### config.mk
export PLATFORM = sky130hd
export DESIGN_NAME = nibble_serial_adder
export DESIGN_NICKNAME = d
export VERILOG_FILES = /design/src/rtl/nibble_serial_adder_pkg.sv /design/src/rtl/carry_lookahead_4bits.sv /design/src/rtl/nibble_serial_adder.sv
export SDC_FILE = /design/constraint.sdc
export NUM_CORES = 1
export LEC_CHECK = 0
export ABC_AREA = 1
export BUFFER_PORTS_ARGS = -buffer_cell sky130_fd_sc_hd__buf_4
export CORE_UTILIZATION = 37
export CTS_CLUSTER_DIAMETER = 120
export CTS_CLUSTER_SIZE = 20
export DETAILED_ROUTE_END_ITERATION = 8
export HOLD_SLACK_MARGIN = 0.08
export PLACE_DENSITY_LB_ADDON = 0.08
export SLEW_MARGIN = 20
export SYNTH_ARGS = -nofsm -noshare
export SYNTH_HDL_FRONTEND = slang
export SYNTH_SLANG_ARGS = --single-unit
### constraint.sdc
create_clock -name clk -period 2.4 [get_ports clk]
set_input_delay 0.36 -clock clk [delete_from_list [all_inputs] [get_ports clk]]
set_output_delay 0.36 -clock clk [all_outputs]
set_load 0.02 [all_outputs]
### src/rtl/nibble_serial_adder_pkg.sv
// Shared constants and types for the nibble-serial adder.
// Holds the state encoding and the nibble index sizing helper.
package nibble_serial_adder_pkg;

   localparam int NIBBLE_W = 4;

   typedef enum logic [1:0] {
      IDLE = 2'd0,
      RUN  = 2'd1,
      DONE = 2'd2
   } state_t;

   function automatic int idx_w(input int n);
      int w;
      w = 1;
      while ((1 << w) < n) w++;
      return w;
   endfunction

endpackage

### src/rtl/carry_lookahead_4bits.sv
// 4-bit carry-lookahead adder slice.
// Purely combinational; generate/propagate form.
module carry_lookahead_4bits (
   input  logic [3:0] a,
   input  logic [3:0] b,
   input  logic       cin,
   output logic [3:0] s,
   output logic       cout
);

   logic [3:0] g;
   logic [3:0] p;
   logic [4:0] c;

   assign g = a & b;
   assign p = a ^ b;

   assign c[0] = cin;
   assign c[1] = g[0] | (p[0] & c[0]);
   assign c[2] = g[1] | (p[1] & g[0])
               | (p[1] & p[0] & c[0]);
   assign c[3] = g[2] | (p[2] & g[1])
               | (p[2] & p[1] & g[0])
               | (p[2] & p[1] & p[0] & c[0]);
   assign c[4] = g[3] | (p[3] & g[2])
               | (p[3] & p[2] & g[1])
               | (p[3] & p[2] & p[1] & g[0])
               | (p[3] & p[2] & p[1] & p[0] & c[0]);

   assign s    = p ^ c[3:0];
   assign cout = c[4];

endmodule

### src/rtl/nibble_serial_adder.sv
// Multi-cycle adder/subtractor: one CLA slice pass per nibble,
// least significant nibble first, carry kept in a register.
module nibble_serial_adder
   import nibble_serial_adder_pkg::*;
#(
   parameter int WIDTH = 16
) (
   input  logic             clk,
   input  logic             reset,
   input  logic             in_valid,
   output logic             in_ready,
   input  logic [WIDTH-1:0] a,
   input  logic [WIDTH-1:0] b,
   input  logic             cin,
   input  logic             sub,
   output logic             out_valid,
   input  logic             out_ready,
   output logic [WIDTH-1:0] sum,
   output logic             cout,
   output logic             overflow
);

   localparam int NIBBLES = WIDTH / NIBBLE_W;
   localparam int IW = idx_w(NIBBLES);
   localparam logic [IW-1:0] LAST = IW'(NIBBLES - 1);

   state_t state;
   state_t state_n;

   logic [NIBBLES-1:0][NIBBLE_W-1:0] opa;
   logic [NIBBLES-1:0][NIBBLE_W-1:0] opb;
   logic [NIBBLES-1:0][NIBBLE_W-1:0] acc;
   logic [IW-1:0]                    idx;
   logic                             carry;
   logic                             a_msb;
   logic                             b_msb;
   logic [NIBBLE_W-1:0]              s_nib;
   logic                             s_cout;
   logic                             accept;

   carry_lookahead_4bits u_cla (
      .a    (opa[idx]),
      .b    (opb[idx]),
      .cin  (carry),
      .s    (s_nib),
      .cout (s_cout)
   );

   assign accept = (state == IDLE) && in_valid;

   always_ff @(posedge clk) begin
      if (reset) state <= IDLE;
      else       state <= state_n;
   end

   always_comb begin
      state_n = state;
      unique case (state)
         IDLE:    if (in_valid)     state_n = RUN;
         RUN:     if (idx == LAST)  state_n = DONE;
         DONE:    if (out_ready)    state_n = IDLE;
         default:                   state_n = IDLE;
      endcase
   end

   // Subtraction is a + ~b + 1, so b is inverted at capture time.
   always_ff @(posedge clk) begin
      if (reset) begin
         opa   <= '0;
         opb   <= '0;
         acc   <= '0;
         idx   <= '0;
         carry <= 1'b0;
         a_msb <= 1'b0;
         b_msb <= 1'b0;
      end else if (accept) begin
         opa   <= a;
         opb   <= sub ? ~b : b;
         carry <= sub | cin;
         a_msb <= a[WIDTH-1];
         b_msb <= b[WIDTH-1] ^ sub;
         idx   <= '0;
      end else if (state == RUN) begin
         acc[idx] <= s_nib;
         carry    <= s_cout;
         idx      <= idx + IW'(1);
      end
   end

   assign in_ready  = (state == IDLE);
   assign out_valid = (state == DONE);
   assign sum       = acc;
   assign cout      = out_valid & carry;
   assign overflow  = out_valid & (a_msb == b_msb)
                    & (acc[NIBBLES-1][NIBBLE_W-1] != a_msb);

endmodule
==> results of run 1 <==
[layout by cell type (no fill, tap or decap)]
| cell type | count |
|---|---|
| buf_4 | 63 |
| nor2_1 | 59 |
| dfxtp_1 | 53 |
| nand2_1 | 41 |
| inv_1 | 23 |
| o21ai_0 | 21 |
| nand3_1 | 19 |
| a21oi_1 | 16 |
| xnor2_1 | 16 |
| o21ai_1 | 13 |
| o21ai_2 | 9 |
| o21a_1 | 8 |
| ha_1 | 8 |
| o22ai_1 | 6 |
| a211oi_2 | 6 |
| clkbuf_8 | 6 |
| nand2_4 | 5 |
| inv_4 | 4 |
| nor2_4 | 2 |
| inv_2 | 2 |
| a32oi_1 | 2 |
| a211oi_1 | 1 |
| nand4_1 | 1 |
| and2_1 | 1 |
| or2_2 | 1 |
| xnor2_2 | 1 |
| nand2_8 | 1 |
| o22ai_2 | 1 |
| nand3b_1 | 1 |
| fa_1 | 1 |
| clkbuf_1 | 1 |
[flip-flops by register name (all words and copies together) (netlist names)]
register  count
opa          16
b_msb         1
sum          16
opb          15
idx           2
carry         1
state         2
[logic make-up after synthesis]
group / share of synthesized area
xor+xnor: 0.0550
fa+ha+maj: 0.0444
buf+inv: 0.0896
compound gates: 0.199
simple gates: 0.220
flops: 0.392
[repair_timing]
item,CTS,global route
setup endpoints to repair,0,1
setup buffers,0,0
endpoints found under the hold margin,0,0
gates resized for setup,0,1
[power by group through the flow]
stage | logic (mW) | registers (mW) | clock network (mW)
after floorplan | 0.320 | 1.00 | 0
after global placement | 0.443 | 1.01 | 0
after detailed placement | 0.452 | 1.00 | 0
after CTS | 0.453 | 0.984 | 0.520
after global routing | 0.509 | 0.991 | 0.560
final | 0.454 | 0.984 | 0.500
[routing by layer]
layer	up-vias	share of wire	routed length (um)
li1	1217	-	-
met1	1045	0.46	2960
met2	60	0.47	3020
met3	10	0.052	334
met4	0	0.020	126
met5	-	0	0
[area by class of cell]
type	instances	area, um2	share of cell area
Multi-Input combinational cell	240	1410	0.432
Sequential cell	53	1060	0.324
Timing Repair Buffer	63	473	0.145
Tap cell	96	120	0.0367
Inverter	29	119	0.0363
Clock buffer	7	86.3	0.0264
[final timing paths]
check                 startpoint                   to  slack, ns  cells after the start
min reg2reg  sum[1]$_SDFFE_PP0P_  sum[1]$_SDFFE_PP0P_       0.47                      2
max reg2reg  idx[0]$_SDFFE_PP0P_  sum[6]$_SDFFE_PP0P_       0.24                      9
max          idx[0]$_SDFFE_PP0P_  sum[6]$_SDFFE_PP0P_       0.24                      9
min                         a[5]  opa[5]$_SDFFE_PP0P_       0.29                      3
[worst max-delay path: cells and delay by family (launching register included)]
family / cells / cell delay [ns]
AO/OA/AOI/OAI: 2 / 0.31
adder cells (fa/ha/maj): 1 / 0.34
buffers and inverters: 2 / 0.27
flip-flops: 1 / 0.47
AND/OR/NAND/NOR: 4 / 0.68
==> metrics, run 1 <==
status=finished, final reports clean; final std cells w/o fill=488; number of global-route vias before repair=2183; Post-synth top cells=nor2_1 (59), dfxtp_1 (53), nand2_1 (41), inv_1 (23), o21ai_0 (21); Slew @ Worst Pin=just under 0.6 ns; hpwl dp=4.94 mm; number of core rows=30; worst hold slack=~0.29 ns; hold buffers post-CTS=0; vias per cell=4.78; cell area power density=593 nW/um2; GR Layer Usage met1=0.225; root buf cell=clkbuf_8; Num CTS Buffers=5; Total GRT Usage=0.181; Slew Viols, Final=0; post-layout net count=439; slew margin rel.=0.605; WL final=about 6.4 mm; RSZ-0062 raised after global routing=false; RD Place Congestion=0.828; Final Hold Viols=0; syn avg cell area=7.99 um2; first drt pass iteration count=4; cell area after synthesis=2710 um2; critical path's slowest cell=dfxtp_1; routed vias=2332; Post-Syn Instances=about 340; post-synthesis sequential area ratio=0.392; DRC viols=0; Syn Nets=just under 400; Switching Fraction=0.297; antenna violations before repair=0; input/output buffers=57; CTS clk-pin slew, worst paths=0.09 ns; Util after Layout=0.471; Initial DRC Count=75; Yosys top cell area share=0.392; Post-Place Cells=481; critical path class=flop to flop; initial core utilization=0.390; Power Total=about 1.9 mW; Leakage=1.45 nW; Synth async-reset ratio=0; Psw=0.576 mW; register bit total from synthesis=53; worst skew pair latency=0.30 ns; setup ws final=0.239 ns; Critical Path AT=about 2.4 ns; yosys warns=0; cell area after layout=3270 um2; layout filler cell count=733; ranking of synthesized cells by area=dfxtp_1 (39%), nor2_1 (8.2%), nand2_1 (5.7%); Sum Neg Setup Slack=0 ns; cell with the most instances after synthesis=nor2_1; Crit Path Max Fanout=13; Final period util=0.901; Clock Sinks=53; largest net degree at the start of global routing=31; GR Overflow Total=0; crit-path cells=buf_4 -> o21ai_0 -> o22ai_1 -> ha_1 -> or2_2 -> nand3b_1 -> nand3_1 -> nand2_1 -> inv_1; clk_skew=between 0.005 and 0.006 ns; CP Launch Type=flop; Synth Flop Type=dfxtp_1; share of power burned in registers=0.508; Worst setup EP type=flop; GR Util met2=0.306; first-pass GRT wire length=around 10 mm; maximum clock rate=approximately 0.46 GHz; CTS H-tree depth=2; M3 GR Usage=0.0405; share of cells above drive strength 1=0.258; CP max stage delay=around 0.47 ns; Max Cap Viol=0; boundary pin count=slightly below 60; Final ANT Viol Nets=0; min cycle time layout=2.16 ns; busiest grt layer=met2; part of the power in combinational logic=0.234; final setup fails=0; Hold WC Path Type=primary input to flop; die height=87.5 um; Die Wd=between 80 and 90 um; CTS tree=yes; clock share of power=0.258; # diodes=0; maximum root-to-sink buffer count=2; area delta synth->final=20.8%; synth unique cells=32; Worst Path Required=2.61 ns; largest area contributor in the netlist=dfxtp_1; WL/cell=13.2 um; worst slack at placement=0.269 ns; internal power=1.36 mW; Core Area=6940 um2; die area=7660 um2; Post-synth EDFFs=0; Placement Cell Area=3180 um2; IR Drop Worst-Case VDD=approximately 0.23 mV
Power figures use the tool's default switching activity.
==> inputs of run 2 (changes only) <==
Settings changed: CORE_UTILIZATION 37 to 54.
==> run 2 against run 1 <==
Against the previous run: sequential cell count unchanged; fmax increased by 4.8%; cell area decreased by 1.8%; largest cell class unchanged.
==> metrics, run 2 (synthesis results as in run 1) <==
CP max stage delay=slightly above 0.4 ns; antenna violations before repair=0; Worst setup EP type=flop; Critical Path AT=2.30 ns; hpwl dp=4.34 mm; cell area power density=600 nW/um2; Slew Viols, Final=0; die area=approximately 5300 um2; # diodes=0; Num CTS Buffers=5; slew margin rel.=0.599; share of power burned in registers=0.509; RSZ-0062 raised after global routing=false; first drt pass iteration count=4; CTS H-tree depth=2; Switching Fraction=0.297; most common cell after layout, fill and taps aside=buf_4; commonest cells after routing, fill and taps aside=buf_4 (61), nor2_1 (59), dfxtp_1 (53); Sum Neg Setup Slack=0 ns; CTS resizes=0; crit-path cells=inv_1 -> a21oi_1 -> a32oi_1 -> inv_1 -> fa_1 -> xnor2_1 -> nand2_1 -> a21oi_1; post-layout net count=437; Worst Path Required=2.64 ns; Final period util=0.860; CP Launch Type=flop; worst skew pair latency=0.31 ns; min cycle time layout=2.06 ns; setup ws final=between 0.3 and 0.4 ns; WL/cell=12.6 um; largest net degree at the start of global routing=31; internal power=1.36 mW; Slew @ Worst Pin=roughly 0.60 ns; input/output buffers=between 50 and 60; worst slack at placement=0.375 ns; busiest grt layer=met2; Hold WC Path Type=primary input to flop; clock share of power=0.263; maximum root-to-sink buffer count=2; IR Drop Worst-Case VDD=0.282 mV; Clock Sinks=53; GR Layer Usage met1=0.309; WL final=5.77 mm; clk_skew=approximately 0.007 ns; first-pass GRT wire length=just under 10 mm; Final Hold Viols=0; Die Wd=72.8 um; initial core utilization=0.566; status=finished, final reports clean; die height=approximately 73 um; routed vias=2302; GR Overflow Total=0; Initial DRC Count=120; worst hold slack=0.287 ns; Max Cap Viol=0; CTS clk-pin slew, worst paths=~0.090 ns; Core Area=4790 um2; number of global-route vias before repair=2184; root buf cell=clkbuf_8; GR Util met2=0.420; vias per cell=5.04; part of the power in combinational logic=0.228; hold buffers post-CTS=0; DRC viols=0; critical path's slowest cell=fa_1; M3 GR Usage=0.0373; RD Place Congestion=0.849; Final ANT Viol Nets=0; final setup fails=0; critical path class=flop to flop; maximum clock rate=roughly 0.48 GHz; area delta synth->final=18.6%; share of cells above drive strength 1=0.251; CTS tree=yes; Psw=0.572 mW; Total GRT Usage=0.243; Leakage=1.43 nW; number of core rows=25; layout filler cell count=around 450; Setup Fix Bufs, Post-CTS=0; boundary pin count=58; Crit Path Max Fanout=12
==> run 2: cell count changes in the layout (fill, tap and decap cells not counted), sizes merged <==
cell / delta
buf: -2
==> run 2: worst paths after layout <==
path,startpoint,endpoint,slack (ns),cells after the start
min reg2reg,sum[5]$_SDFFE_PP0P_,sum[5]$_SDFFE_PP0P_,0.47,2
max reg2reg,idx[1]$_SDFFE_PP0P_,sum[1]$_SDFFE_PP0P_,0.34,8
max,idx[1]$_SDFFE_PP0P_,sum[1]$_SDFFE_PP0P_,0.34,8
min,a[6],opa[6]$_SDFFE_PP0P_,0.29,3
==> run 2: power groups by stage <==
stage	clock network, mW	logic (mW)	registers [mW]
3_3_place_gp	0	0.430	1.00
3_5_place_dp	0	0.440	1.00
4_1_cts	0.521	0.443	0.982
6_report	0.506	0.439	0.982
5_1_grt	0.545	0.495	0.989
2_1_floorplan	0	0.320	1.00
==> run 2: metal layers <==
metal / share of wire / routed length (um) / vias to the layer above
met5: 0 / 0 / -
met2: 0.48 / 2770 / 50
met4: 0.016 / 93 / 0
met1: 0.47 / 2700 / 1033
met3: 0.037 / 214 / 8
li1: - / - / 1211
==> run 2: area by class of cell <==
| class | count | area [um2] | share of cell area |
|---|---|---|---|
| Multi-Input combinational cell | 240 | 1400 | 0.437 |
| Sequential cell | 53 | 1060 | 0.330 |
| Tap cell | 67 | 83.8 | 0.0261 |
| Timing Repair Buffer | 61 | 458 | 0.143 |
| Inverter | 29 | 119 | 0.0370 |
| Clock buffer | 7 | 86.3 | 0.0269 |
==> run 2: metrics by stage <==
| stage | power [mW] | area [um2] | util | instances |
|---|---|---|---|---|
| after CTS | 1.95 | 3210 | 0.671 | 457 |
| final | 1.93 | 3210 | 0.671 | 457 |
| after global placement | 1.43 | 3130 | 0.653 | 450 |
| after floorplan | 1.32 | 2710 | - | 339 |
| after detailed placement | 1.44 | 3130 | 0.653 | 450 |
| after global routing | 2.03 | 3210 | 0.671 | 457 |
==> run 2: critical path: cells and delay by family (launching register included) <==
family,cells,cell delay (ns)
DFF,1,0.36
adders and majority gates,1,0.41
buffers and inverters,2,0.37
xor gates and xnor gates,1,0.30
and+or+nand+nor,1,0.10
AOI/OAI and AO/OA,3,0.46
